===== src/rtl/ifu.sv =====
// Instruction fetch unit: one-outstanding request/response fetch into a
// held instruction register, PC update on commit and halt on ebreak.
module ifu #(
  parameter logic [63:0] RESET_PC = 64'h0000_0000_8000_0000,
  parameter logic [31:0] NOP_INST = 32'h0000_0013
) (
  input  logic        clk,
  input  logic        rst_n,
  output logic        imem_req_valid,
  output logic [63:0] imem_req_addr,
  input  logic        imem_req_ready,
  input  logic        imem_resp_valid,
  input  logic [31:0] imem_resp_data,
  output logic        inst_valid,
  output logic [31:0] inst,
  output logic [63:0] pc,
  output logic [63:0] snpc,
  input  logic        commit,
  input  logic        pc_sel,
  input  logic [63:0] alu_result,
  input  logic        ebreak_flag,
  output logic        halted
);

  localparam logic [2:0] ST_BOOT  = 3'd0;
  localparam logic [2:0] ST_FETCH = 3'd1;
  localparam logic [2:0] ST_WAIT  = 3'd2;
  localparam logic [2:0] ST_EXEC  = 3'd3;
  localparam logic [2:0] ST_HALT  = 3'd4;

  logic [2:0]  state;
  logic [2:0]  state_nxt;
  logic [63:0] pc_q;
  logic [63:0] pc_nxt;
  logic [31:0] inst_q;
  logic [31:0] inst_nxt;
  logic [63:0] seq_pc;
  logic [63:0] jump_pc;

  assign seq_pc  = pc_q + 64'd4;
  // Targets are halfword aligned: bit 0 of the ALU result is dropped.
  assign jump_pc = alu_result & ~64'd1;

  always_comb begin
    state_nxt = state;
    pc_nxt    = pc_q;
    inst_nxt  = inst_q;
    case (state)
      ST_BOOT: begin
        state_nxt = ST_FETCH;
      end
      ST_FETCH: begin
        if (imem_req_ready) begin
          state_nxt = ST_WAIT;
        end
      end
      ST_WAIT: begin
        if (imem_resp_valid) begin
          inst_nxt  = imem_resp_data;
          state_nxt = ST_EXEC;
        end
      end
      ST_EXEC: begin
        if (commit) begin
          inst_nxt = NOP_INST;
          if (ebreak_flag) begin
            state_nxt = ST_HALT;
          end else begin
            pc_nxt    = pc_sel ? jump_pc : seq_pc;
            state_nxt = ST_FETCH;
          end
        end
      end
      ST_HALT: begin
        state_nxt = ST_HALT;
      end
      default: begin
        state_nxt = ST_BOOT;
        inst_nxt  = NOP_INST;
      end
    endcase
  end

  always_ff @(posedge clk or negedge rst_n) begin
    if (!rst_n) begin
      state  <= ST_BOOT;
      pc_q   <= RESET_PC;
      inst_q <= NOP_INST;
    end else begin
      state  <= state_nxt;
      pc_q   <= pc_nxt;
      inst_q <= inst_nxt;
    end
  end

  assign imem_req_valid = (state == ST_FETCH);
  assign imem_req_addr  = pc_q;
  assign inst_valid     = (state == ST_EXEC);
  assign inst           = inst_q;
  assign pc             = pc_q;
  assign snpc           = seq_pc;
  assign halted         = (state == ST_HALT);

endmodule


===== config.mk =====
export PLATFORM = sky130hd
export DESIGN_NAME = ifu
export DESIGN_NICKNAME = d
export VERILOG_FILES = /design/src/rtl/ifu.sv
export SDC_FILE = /design/constraint.sdc
export NUM_CORES = 1
export LEC_CHECK = 0
export ABC_AREA = 1
export BUFFER_PORTS_ARGS = -buffer_cell sky130_fd_sc_hd__buf_2
export CORE_AREA = 3 3 126 128
export CTS_BUF_LIST = sky130_fd_sc_hd__clkbuf_8
export DETAILED_ROUTE_END_ITERATION = 8
export DIE_AREA = 0 0 129 131
export GPL_TIMING_DRIVEN = 0
export HOLD_SLACK_MARGIN = 0.02
export MAX_ROUTING_LAYER = met4
export PLACE_DENSITY = 0.91
export SETUP_SLACK_MARGIN = 0.3
export SLEW_MARGIN = 10
export SYNTH_ARGS = -nofsm -noshare
export SYNTH_HDL_FRONTEND = slang
export SYNTH_SLANG_ARGS = --single-unit

===== constraint.sdc =====
create_clock -name clk -period 3.3 [get_ports clk]
set_input_delay 0.495 -clock clk [delete_from_list [all_inputs] [get_ports clk]]
set_output_delay 0.495 -clock clk [all_outputs]
set_load 0.01 [all_outputs]

==> results by group, run 1 <==
Layout
  • Final nets: ~1.5k
  • Most common library cell in the layout ignoring fill and taps: sky130_fd_sc_hd__nand2_1
  • Fraction of layout cells with a size suffix above 1: 0.3293
  • Area of the multi-input gates: around 3400 µm²
  • Layout Cell Area excl Fill: 8995 µm²
  • Layout overhead on the synthesized area: 31.59%
  • Final Core Density: 0.6006
  • Register cell area after layout: ~2500 µm²
  • Commonest cells after routing, fill and taps aside: sky130_fd_sc_hd__nand2_1 (382), sky130_fd_sc_hd__buf_2 (335), sky130_fd_sc_hd__nor2_1 (116)
  • Filler cell count: ~1.4k

Timing
  • Highest clock rate: 0.3448 GHz
  • Clock skew: between 15 and 20 ps
  • RSZ-0062 raised after global routing: false
  • Hold violation count in the final report: 0
  • Max-slew headroom: 0.6339
  • Setup Viol. Count Final: 0
  • Post-route setup TNS: 0 ps
  • Setup slack after layout: 399.4 ps
  • Final worst path period need: 2901 ps
  • Max-slew violation total from the final report: 0
  • Pin slew with the least headroom to its limit: between 500 and 600 ps
  • Part of the cycle the worst path needs: 0.8790

Setup path
  • Crit path max fanout: 6
  • Reg2Reg Setup Slack: 1260 ps
  • Critical Setup Path Class: reg2out
  • CP Data Arrival Time: 2410 ps
  • Crit. End Element: output port
  • Crit start category: flop
  • Endpoint required time on the critical path: roughly 2800 ps

Clocking
  • CTS max path bufs: 2
  • Clock tree from TritonCTS: done
  • Total number of clock tree sinks: around 100
  • Cts-stage hold buffer count: 0
  • Clock Latency Late Sink: between 300 and 400 ps
  • Root buffer cell: sky130_fd_sc_hd__clkbuf_8
  • Clock input transition at the sequential cells of the worst setup and hold paths: ~100 ps
  • Number of buffers created by CTS: 9
  • Max H-tree Level: 3

Placement
  • Last weighted congestion value of the routability-driven placer: 0.9738
  • Number of input and output port buffers inserted: between 300 and 400
  • Placement-stage cell area: roughly 8700 µm²
  • Post-DP HPWL: between 20,000 and 25,000 µm
  • Pre-CTS worst setup slack: approximately 640 ps

Global route
  • Global-route total usage across every layer: 0.3079
  • GRT overflow: 0
  • Maximum number of pins on one net before global-route repair: 55
  • Via count of the first global-routing pass: 7,512
  • Antenna violations before repair: 1
  • First-pass GRT wire length: between 30,000 and 40,000 µm

Floorplanning
  • IO Pins: 330
  • Overall die area: approximately 17,000 µm²
  • Floorplan Core Area: roughly 15,000 µm²
  • Initial Utilization: 0.4564
  • Horizontal die dimension: about 130 µm
  • Number of placement rows: 45
  • Die Y-Extent: between 100 and 150 µm

Routing
  • Final wirelength: about 26,000 µm
  • Via count of the routed design: 8,073
  • TritonRoute pass-1 iters: 5
  • Detail Route Antenna Nets: 0
  • Detailed-route DRC error count: 0
  • Average via count per standard cell: between 5 and 6
  • DRT iter0 DRCs: 625
  • Per-cell routed wire length: about 17 µm

Logic synthesis
  • Portion of synthesized cell area occupied by the leading cell type: 0.3441
  • Number of warnings issued by yosys: 0
  • Mean post-synth cell area: 6.560 µm²
  • Largest area contributor in the synthesized netlist: sky130_fd_sc_hd__dfrtp_1
  • Register area share after synthesis: 0.3595
  • Distinct cell type count of the synthesized netlist: 40
  • Number of instances in the synthesized netlist: 1,042
  • Register bit count reported by yosys: 98
  • Synth async-reset ratio: 1.000
  • Cell area after technology mapping: a little under 7000 µm²
  • Primary FF master, synth: sky130_fd_sc_hd__dfrtp_1
  • Top cells by area in the synthesized netlist: sky130_fd_sc_hd__dfrtp_1 (34%), sky130_fd_sc_hd__nand2_1 (21%), sky130_fd_sc_hd__buf_4 (8.0%)
  • Number of synthesized flops with an enable pin: 0

Power and ir drop
  • Power Dens Cells: 925.1 nW/µm²
  • Leakage power summed over all cells: a little under 0.005 µW
  • Maximum resistive drop on vdd: between 600 and 700 µV

Outcome
  • Outcome: finished clean

Hold path
  • HP Class: in2async

Flow run
  • Number of maximum-capacitance violations: 0
## state kept, by name, summed over array words and instances, names as in the netlist
signal,flops
imem_req_addr,63
inst,32
state,3
## layout make-up
type                    count  area share
diodes                      1   0.0002782
plain buffers              96     0.07386
clock buffers              10     0.01530
clock inverters             6    0.006538
inverters                  98     0.04145
multi-input cells         752      0.3770
flip-flops and latches     98      0.2732
well taps                 188     0.02615
repair buffers            328      0.1863
## through the flow
step	hold slack [ps]	std cells	power, µW
floorplan	199.4	1044	5328
global placement	464.6	1557	7348
detailed placement	445.2	1558	7480
CTS	23.38	1574	8325
global route	41.92	1577	8981
finish	22.05	1577	8321
## final timing paths
kind,end,startpoint,cells past startpoint
min reg2reg,inst[0]$_DFFE_PN1P_,inst[0]$_DFFE_PN1P_,2
max in group asynchronous,inst[0]$_DFFE_PN1P_,rst_n,2
max,snpc[40],imem_req_addr[3]$_DFFE_PN0P_,10
max reg2reg,inst[9]$_DFFE_PN0P_,state[2]$_DFFE_PN0P_,8
min in group clk,imem_req_addr[13]$_DFFE_PN0P_,alu_result[13],3
min,imem_req_addr[59]$_DFFE_PN0P_,rst_n,1
## worst max-delay path: stages, from the launching register on
cell                      delay [ps]
sky130_fd_sc_hd__dfrtp_1         450
sky130_fd_sc_hd__ha_1            220
sky130_fd_sc_hd__nand2_1         100
sky130_fd_sc_hd__nor2_4          160
sky130_fd_sc_hd__nand2_1         130
sky130_fd_sc_hd__nor2_4          230
sky130_fd_sc_hd__nand2_1         210
sky130_fd_sc_hd__nor2_1          130
sky130_fd_sc_hd__nand2_1          70
sky130_fd_sc_hd__and2_1          180
sky130_fd_sc_hd__buf_2           140
## report_power, final
group	switching (µW)	leakage, µW	internal (µW)
Combinational	2760	0.00362	2100
Clock	457	0.000105	368
Sequential	841	0.00125	1800
## per-layer routing
layer	up-vias	share of wire	GRT usage
li1	3876	-	-
met1	3692	0.37	0.3436
met2	442	0.50	0.5351
met3	63	0.087	0.05528
met4	0	0.040	0.1452
met5	-	0	-
## cells in the mapped netlist, types with 2 or more instances
master,number
sky130_fd_sc_hd__a21oi_1,2
sky130_fd_sc_hd__buf_1,2
sky130_fd_sc_hd__o221ai_1,2
sky130_fd_sc_hd__nor2_2,2
sky130_fd_sc_hd__inv_2,5
sky130_fd_sc_hd__xnor2_1,8
sky130_fd_sc_hd__dfstp_2,4
sky130_fd_sc_hd__nor2_4,2
sky130_fd_sc_hd__buf_2,11
sky130_fd_sc_hd__nand2_1,383
sky130_fd_sc_hd__inv_1,92
sky130_fd_sc_hd__dfrtp_1,94
sky130_fd_sc_hd__o22ai_1,5
sky130_fd_sc_hd__nand3_1,87
sky130_fd_sc_hd__o21ai_0,70
sky130_fd_sc_hd__buf_4,73
sky130_fd_sc_hd__nor2_1,124
sky130_fd_sc_hd__o21ai_1,9
sky130_fd_sc_hd__buf_6,2
sky130_fd_sc_hd__and2_1,10
sky130_fd_sc_hd__nand4_1,7
sky130_fd_sc_hd__clkbuf_1,7
sky130_fd_sc_hd__xor2_1,24
## timing repair
| item | CTS | global route |
|---|---|---|
| pin swaps | 0 | 2 |
| hold endpoints to repair | 0 | 0 |
| endpoints found under the setup margin | 5 | 15 |
| buffers inserted | 0 | 2 |
| gates cloned | 0 | 0 |
| resized for setup | 3 | 12 |
## cells by family after synthesis
| logic type | share of synthesized area |
|---|---|
| and+or+nand+nor | 0.3743 |
| DFF | 0.3595 |
| other | 0.0005486 |
| buffers and inverters | 0.1517 |
| AOI/OAI and AO/OA | 0.07103 |
| adders and majority gates | 0.001830 |
| xor gates and xnor gates | 0.04100 |
Power figures use the tool's default switching activity.
==> inputs of run 2 (changes only) <==
- BUFFER_PORTS_ARGS: -buffer_cell sky130_fd_sc_hd__buf_2 -> -buffer_cell sky130_fd_sc_hd__clkbuf_2
- CORE_AREA: 3 3 126 128 -> unset
- CORE_MARGIN: unset -> 3
- CORE_UTILIZATION: unset -> 30
- DIE_AREA: 0 0 129 131 -> unset
- GPL_TIMING_DRIVEN: 0 -> 1
- PLACE_DENSITY: 0.91 -> 0.68
==> results by group, run 2 (synthesized netlist as in run 1, its figures left out) <==
Outcome
  • Outcome: finished clean

Timing
  • Final worst path period need: approximately 2900 ps
  • RSZ-0062 raised after global routing: true
  • Setup Viol. Count Final: 0
  • Pin slew with the least headroom to its limit: approximately 710 ps
  • Post-route setup TNS: 0 ps
  • Max-slew violation total from the final report: 0
  • Part of the cycle the worst path needs: 0.8663
  • Hold violation count in the final report: 0
  • Clock skew: 12.43 ps
  • Highest clock rate: 0.3498 GHz
  • Max-slew headroom: 0.5277

Setup path
  • Kind of cell with the highest combined delay on the critical path: simple AND/OR/NAND/NOR gates
  • Critical Setup Path Class: reg2out
  • Crit path max fanout: 6
  • Critical Path Max Stage Delay: 520 ps
  • Count of buffer and inverter cells on the critical path: 1
  • Crit. End Element: output port
  • Most common cell on crit path: sky130_fd_sc_hd__nand2_1
  • Critical path's slowest cell: sky130_fd_sc_hd__dfrtp_1
  • Crit start category: flop
  • Cell-by-cell trace of the critical path: nand2_1 > nor2_1 > nand2_1 > nor2_1 > nand2_1 > o21ai_0 > and2_1 > clkbuf_2
  • Reg2Reg Setup Slack: 960 ps
  • CP Data Arrival Time: between 2000 and 2500 ps
  • Endpoint required time on the critical path: approximately 2800 ps

Layout
  • Fraction of layout cells with a size suffix above 1: 0.3031
  • Post-route non-filler standard cell count: between 1.5k and 2k
  • Commonest cells after routing, fill and taps aside: sky130_fd_sc_hd__nand2_1 (376), sky130_fd_sc_hd__clkbuf_2 (324), sky130_fd_sc_hd__nor2_1 (114)
  • Most common library cell in the layout ignoring fill and taps: sky130_fd_sc_hd__nand2_1
  • Flip-flop count of the largest register after layout: 63
  • Final nets: 1,402
  • Layout overhead on the synthesized area: 25.48%

Floorplanning
  • Horizontal die dimension: ~160 µm
  • Overall die area: 24,630 µm²
  • Initial Utilization: 0.3094
  • Floorplan Core Area: 22,090 µm²
  • Number of placement rows: 54
  • IO Pins: 330
  • Die Y-Extent: about 160 µm

Clocking
  • Number of buffers created by CTS: 9
  • Total number of clock tree sinks: between 90 and 100
  • Max H-tree Level: 3
  • Clock Latency Late Sink: between 300 and 400 ps
  • CTS max path bufs: 2
  • Root buffer cell: sky130_fd_sc_hd__clkbuf_8
  • Cts-stage hold buffer count: 0
  • Clock input transition at the sequential cells of the worst setup and hold paths: approximately 110 ps
  • Clock tree from TritonCTS: done

Global route
  • Via count of the first global-routing pass: a little over 7k
  • GRT overflow: 0
  • Antenna violations before repair: 1
  • Maximum number of pins on one net before global-route repair: 56
  • Global-route total usage across every layer: 0.2179
  • First-pass GRT wire length: between 40,000 and 50,000 µm

Routing
  • Detail Route Antenna Nets: 0
  • Final wirelength: between 20,000 and 30,000 µm
  • Total routed wire length on the met1 layer: 11,380 µm
  • Average via count per standard cell: 4.677
  • DRT iter0 DRCs: 450
  • Per-cell routed wire length: between 15 and 20 µm
  • Highest Signal Layer: met4
  • Detailed-route DRC error count: 0
  • Routed length on met3: about 1800 µm
  • Detailed-routed wire length on met2: between 10,000 and 15,000 µm
  • Via count of the routed design: ~7.4k
  • TritonRoute pass-1 iters: 6

Placement
  • Number of input and output port buffers inserted: 325
  • Last weighted congestion value of the routability-driven placer: between 0.8 and 0.9
  • Placed Cells incl. Taps: approximately 1.6k
  • Post-DP HPWL: roughly 21,000 µm

Power and ir drop
  • Leakage power summed over all cells: around 0.0046 µW
  • Cell internal power dissipation: 3819 µW
  • Clock network fraction of design power: 0.109
  • Maximum resistive drop on vdd: 623.4 µV
  • Power Dens Cells: slightly above 900 nW/µm²
  • Switching share of power: 0.5126
  • Reported net switching power: between 4000 and 5000 µW
  • Comb pwr share: 0.547
  • Sequential power share: 0.344

Flow run
  • Number of maximum-capacitance violations: 0

Hold path
  • HP Class: in2async
## run 2: changes by cell type in the layout (fill, tap and decap cells not counted), moves of 6 or more
cell | before | now
sky130_fd_sc_hd__clkbuf_1 | 7 | 0
sky130_fd_sc_hd__clkbuf_2 | 1 | 324
sky130_fd_sc_hd__nand2_1 | 382 | 376
sky130_fd_sc_hd__nand2_2 | 2 | 8
sky130_fd_sc_hd__buf_2 | 335 | 0
sky130_fd_sc_hd__buf_4 | 75 | 13
## run 2: final timing paths
| check | startpoint | to | cells after the start |
|---|---|---|---|
| worst min-delay path | rst_n | inst[15]$_DFFE_PN0P_ | 1 |
| worst max register to register | state[2]$_DFFE_PN0P_ | imem_req_addr[2]$_DFFE_PN0P_ | 7 |
| worst max-delay path | imem_req_addr[24]$_DFFE_PN0P_ | snpc[41] | 8 |
| min in group clk | alu_result[14] | imem_req_addr[14]$_DFFE_PN0P_ | 3 |
| max in group asynchronous | rst_n | inst[1]$_DFFE_PN1P_ | 2 |
| worst min register to register | inst[1]$_DFFE_PN1P_ | inst[1]$_DFFE_PN1P_ | 2 |
## run 2: worst reg2reg max path: cells and delay by family (launching register included)
| family | cells | cell delay, ps |
|---|---|---|
| and+or+nand+nor | 3 | 1150 |
| DFF | 1 | 510 |
| buffers and inverters | 2 | 400 |
| AOI/OAI and AO/OA | 2 | 170 |
## run 2: per-layer routing
| layer | vias to the layer above | track usage |
|---|---|---|
| met5 | - | - |
| met4 | 0 | 0.06586 |
| met3 | 30 | 0.03244 |
| met2 | 312 | 0.3675 |
| met1 | 3370 | 0.2705 |
| li1 | 3696 | - |
## run 2: area by class of cell
cell class | count | area [µm²]
Inverter | 98 | 372.9
Clock buffer | 10 | 137.6
Antenna cell | 1 | 2.502
Fill cell | 2406 | 13520
Timing Repair Buffer | 339 | 1759
Clock inverter | 6 | 66.31
Multi-Input combinational cell | 752 | 3428
Tap cell | 280 | 350.3
Sequential cell | 98 | 2460
## run 2: what timing repair did
item | CTS | global route
pin swaps | 1 | 2
buffers inserted | 0 | 5
setup endpoints to repair | 14 | 34
resized for setup | 4 | 20
## run 2: power groups by stage
| stage | clock [µW] | sequential, µW | combinational [µW] |
|---|---|---|---|
| after global routing | 928 | 2810 | 4780 |
| final | 855 | 2690 | 4290 |
| after global placement | 0 | 2700 | 4240 |
| after CTS | 889 | 2700 | 4300 |
| after detailed placement | 0 | 2710 | 4300 |
| after floorplan | 0 | 2680 | 2650 |
## run 2: metrics by stage
| stage | hold WS (ps) | instance area (µm²) | total power (µW) | util | worst slack (ps) |
|---|---|---|---|---|---|
| CTS | 148.4 | 8484 | 7896 | 0.3840 | 295.0 |
| global placement | 464.4 | 8268 | 6937 | 0.3742 | 659.9 |
| global route | 155.6 | 8577 | 8520 | 0.3882 | 215.0 |
| finish | 130.6 | 8577 | 7834 | 0.3882 | 441.2 |
| floorplan | 199.4 | 6843 | 5328 | - | 1180 |
| detailed placement | 477.5 | 8268 | 7009 | 0.3742 | 598.8 |
==> inputs of run 3 (changes only) <==
- RECOVER_POWER: unset -> 50
- SETUP_SLACK_MARGIN: 0.3 -> unset
==> results by group, run 3 (synthesized netlist as in run 1, its figures left out) <==
Routing
  • Per-cell routed wire length: approximately 17 µm
  • Final wirelength: 26,770 µm
  • Detailed-route DRC error count: 0
  • DRT iter0 DRCs: approximately 430
  • Detailed-routed wire length on met2: 12,840 µm
  • Highest Signal Layer: met4
  • Average via count per standard cell: approximately 4.7
  • TritonRoute pass-1 iters: 5
  • Detail Route Antenna Nets: 0
  • Total routed wire length on the met1 layer: approximately 11,000 µm
  • Routed length on met3: 1804 µm
  • Via count of the routed design: around 7.5k

Floorplanning
  • IO Pins: 330
  • Horizontal die dimension: between 150 and 200 µm
  • Floorplan Core Area: ~22,000 µm²
  • Initial Utilization: 0.3094
  • Overall die area: 24,630 µm²
  • Number of placement rows: 54
  • Die Y-Extent: between 150 and 200 µm

Layout
  • Filler cell count: 2,492
  • Final nets: 1,397
  • Flip-flop count of the largest register after layout: 63
  • Fraction of layout cells with a size suffix above 1: 0.1995
  • Layout overhead on the synthesized area: 22.02%
  • Post-route non-filler standard cell count: about 1.6k
  • Most common library cell in the layout ignoring fill and taps: sky130_fd_sc_hd__nand2_1
  • Commonest cells after routing, fill and taps aside: sky130_fd_sc_hd__nand2_1 (383), sky130_fd_sc_hd__clkbuf_2 (214), sky130_fd_sc_hd__nor2_1 (122)

Setup path
  • CP Data Arrival Time: 2500 ps
  • Critical Setup Path Class: reg2out
  • Crit start category: flop
  • Launch point of the worst reg-to-reg path: state[2]$_DFFE_PN0P_
  • Crit. End Element: output port
  • Crit path launch: imem_req_addr[31]$_DFFE_PN1P_
  • Crit path max fanout: 6
  • Endpoint required time on the critical path: ~2800 ps

Timing
  • Setup Viol. Count Final: 0
  • RSZ-0062 raised after global routing: false
  • Max-slew violation total from the final report: 47
  • Highest clock rate: ~0.33 GHz
  • Final worst path period need: approximately 3000 ps
  • Post-route setup TNS: 0 ps
  • Pin slew with the least headroom to its limit: between 2000 and 3000 ps
  • Max-slew headroom: -0.9500
  • Hold violation count in the final report: 0
  • Clock skew: around 14 ps
  • Part of the cycle the worst path needs: 0.9079

Clocking
  • CTS max path bufs: 2
  • Clock tree from TritonCTS: done
  • Number of setup buffers added after CTS: 0
  • Root buffer cell: sky130_fd_sc_hd__clkbuf_8
  • Cts-stage hold buffer count: 0
  • Total number of clock tree sinks: between 90 and 100
  • Max H-tree Level: 3
  • Clock input transition at the sequential cells of the worst setup and hold paths: between 100 and 150 ps
  • Clock Latency Late Sink: 380 ps
  • Number of buffers created by CTS: 9
  • PostCTS Resize Cnt: 0

Power and ir drop
  • Power Dens Cells: 915.9 nW/µm²
  • Maximum resistive drop on vdd: roughly 570 µV
  • Leakage power summed over all cells: 0.004167 µW

Placement
  • Post-DP HPWL: 21,090 µm
  • Placed Cells incl. Taps: roughly 1.6k
  • Last weighted congestion value of the routability-driven placer: 0.8873
  • Number of input and output port buffers inserted: ~330

Global route
  • Antenna violations before repair: 1
  • Maximum number of pins on one net before global-route repair: 56
  • First-pass GRT wire length: 40,220 µm
  • GRT overflow: 0
  • Via count of the first global-routing pass: 7,187
  • Global-route total usage across every layer: 0.2178

Flow run
  • Number of maximum-capacitance violations: 1

Hold path
  • HP Class: in2reg
  • Worst min-delay path startpoint: alu_result[42]

Outcome
  • Outcome: finished with violations
  • Failing checks: max-capacitance violations, max-slew violations
[run 3: cell count changes in the layout (fill, tap and decap cells not counted), moves of 7 or more]
| cell | previous run | this run |
|---|---|---|
| sky130_fd_sc_hd__clkbuf_1 | 0 | 111 |
| sky130_fd_sc_hd__clkbuf_2 | 324 | 214 |
| sky130_fd_sc_hd__nand2_1 | 376 | 383 |
| sky130_fd_sc_hd__nand2_2 | 8 | 1 |
| sky130_fd_sc_hd__nor2_1 | 114 | 122 |
[run 3: final cells by class]
cell class	count	area [µm²]	area share
timing repair buffer	334	1580	0.1895
inverter	98	372.9	0.04470
clock inverter	6	66.31	0.007951
sequential	98	2457	0.2946
tap	280	350.3	0.04200
multi-input combinational	752	3373	0.4044
antenna	1	2.502	0.0003000
clock buffer	10	137.6	0.01650
[run 3: critical path, stage by stage (launching register included)]
cell and delay [ps]:
sky130_fd_sc_hd__dfstp_2 660, sky130_fd_sc_hd__nand2_1 130, sky130_fd_sc_hd__nor2_1 220, sky130_fd_sc_hd__nand2_1 150
sky130_fd_sc_hd__nor2_1 290, sky130_fd_sc_hd__buf_4 210, sky130_fd_sc_hd__nand2_1 70, sky130_fd_sc_hd__o21ai_0 140
sky130_fd_sc_hd__nand2_1 110, sky130_fd_sc_hd__clkbuf_2 140
[run 3: worst paths after layout]
check / end / slack (ps) / cells after the start
max: snpc[60] / 300 / 9
min: imem_req_addr[42]$_DFFE_PN0P_ / 320 / 3
max reg2reg: imem_req_addr[55]$_DFFE_PN0P_ / 960 / 8
min reg2reg: inst[0]$_DFFE_PN1P_ / 500 / 2
max in group asynchronous: imem_req_addr[34]$_DFFE_PN0P_ / 580 / 1
min in group asynchronous: inst[15]$_DFFE_PN0P_ / 1040 / 1
[run 3: layer usage]
| layer | vias to the layer above | GRT usage |
|---|---|---|
| met5 | - | - |
| li1 | 3690 | - |
| met1 | 3419 | 0.2705 |
| met3 | 32 | 0.03244 |
| met2 | 330 | 0.3671 |
| met4 | 0 | 0.06586 |
[run 3: through the flow]
step | hold slack [ps] | cell area, µm² | power, µW | util | setup WS [ps]
final | 323.3 | 8341 | 7639 | 0.3775 | 303.9
after global placement | 464.4 | 8268 | 6937 | 0.3742 | 659.9
after floorplan | 199.4 | 6843 | 5328 | - | 1180
after detailed placement | 477.5 | 8268 | 7009 | 0.3742 | 598.8
after global routing | 308.6 | 8341 | 8313 | 0.3775 | 61.53
after CTS | 148.4 | 8472 | 7896 | 0.3835 | 147.4
[run 3: where the power goes]
group          leakage (µW)  internal (µW)  switching (µW)
logic               0.00282           1460            2630
clock network      0.000106            374             484
registers           0.00124           1790             894
total               0.00417           3630            4010
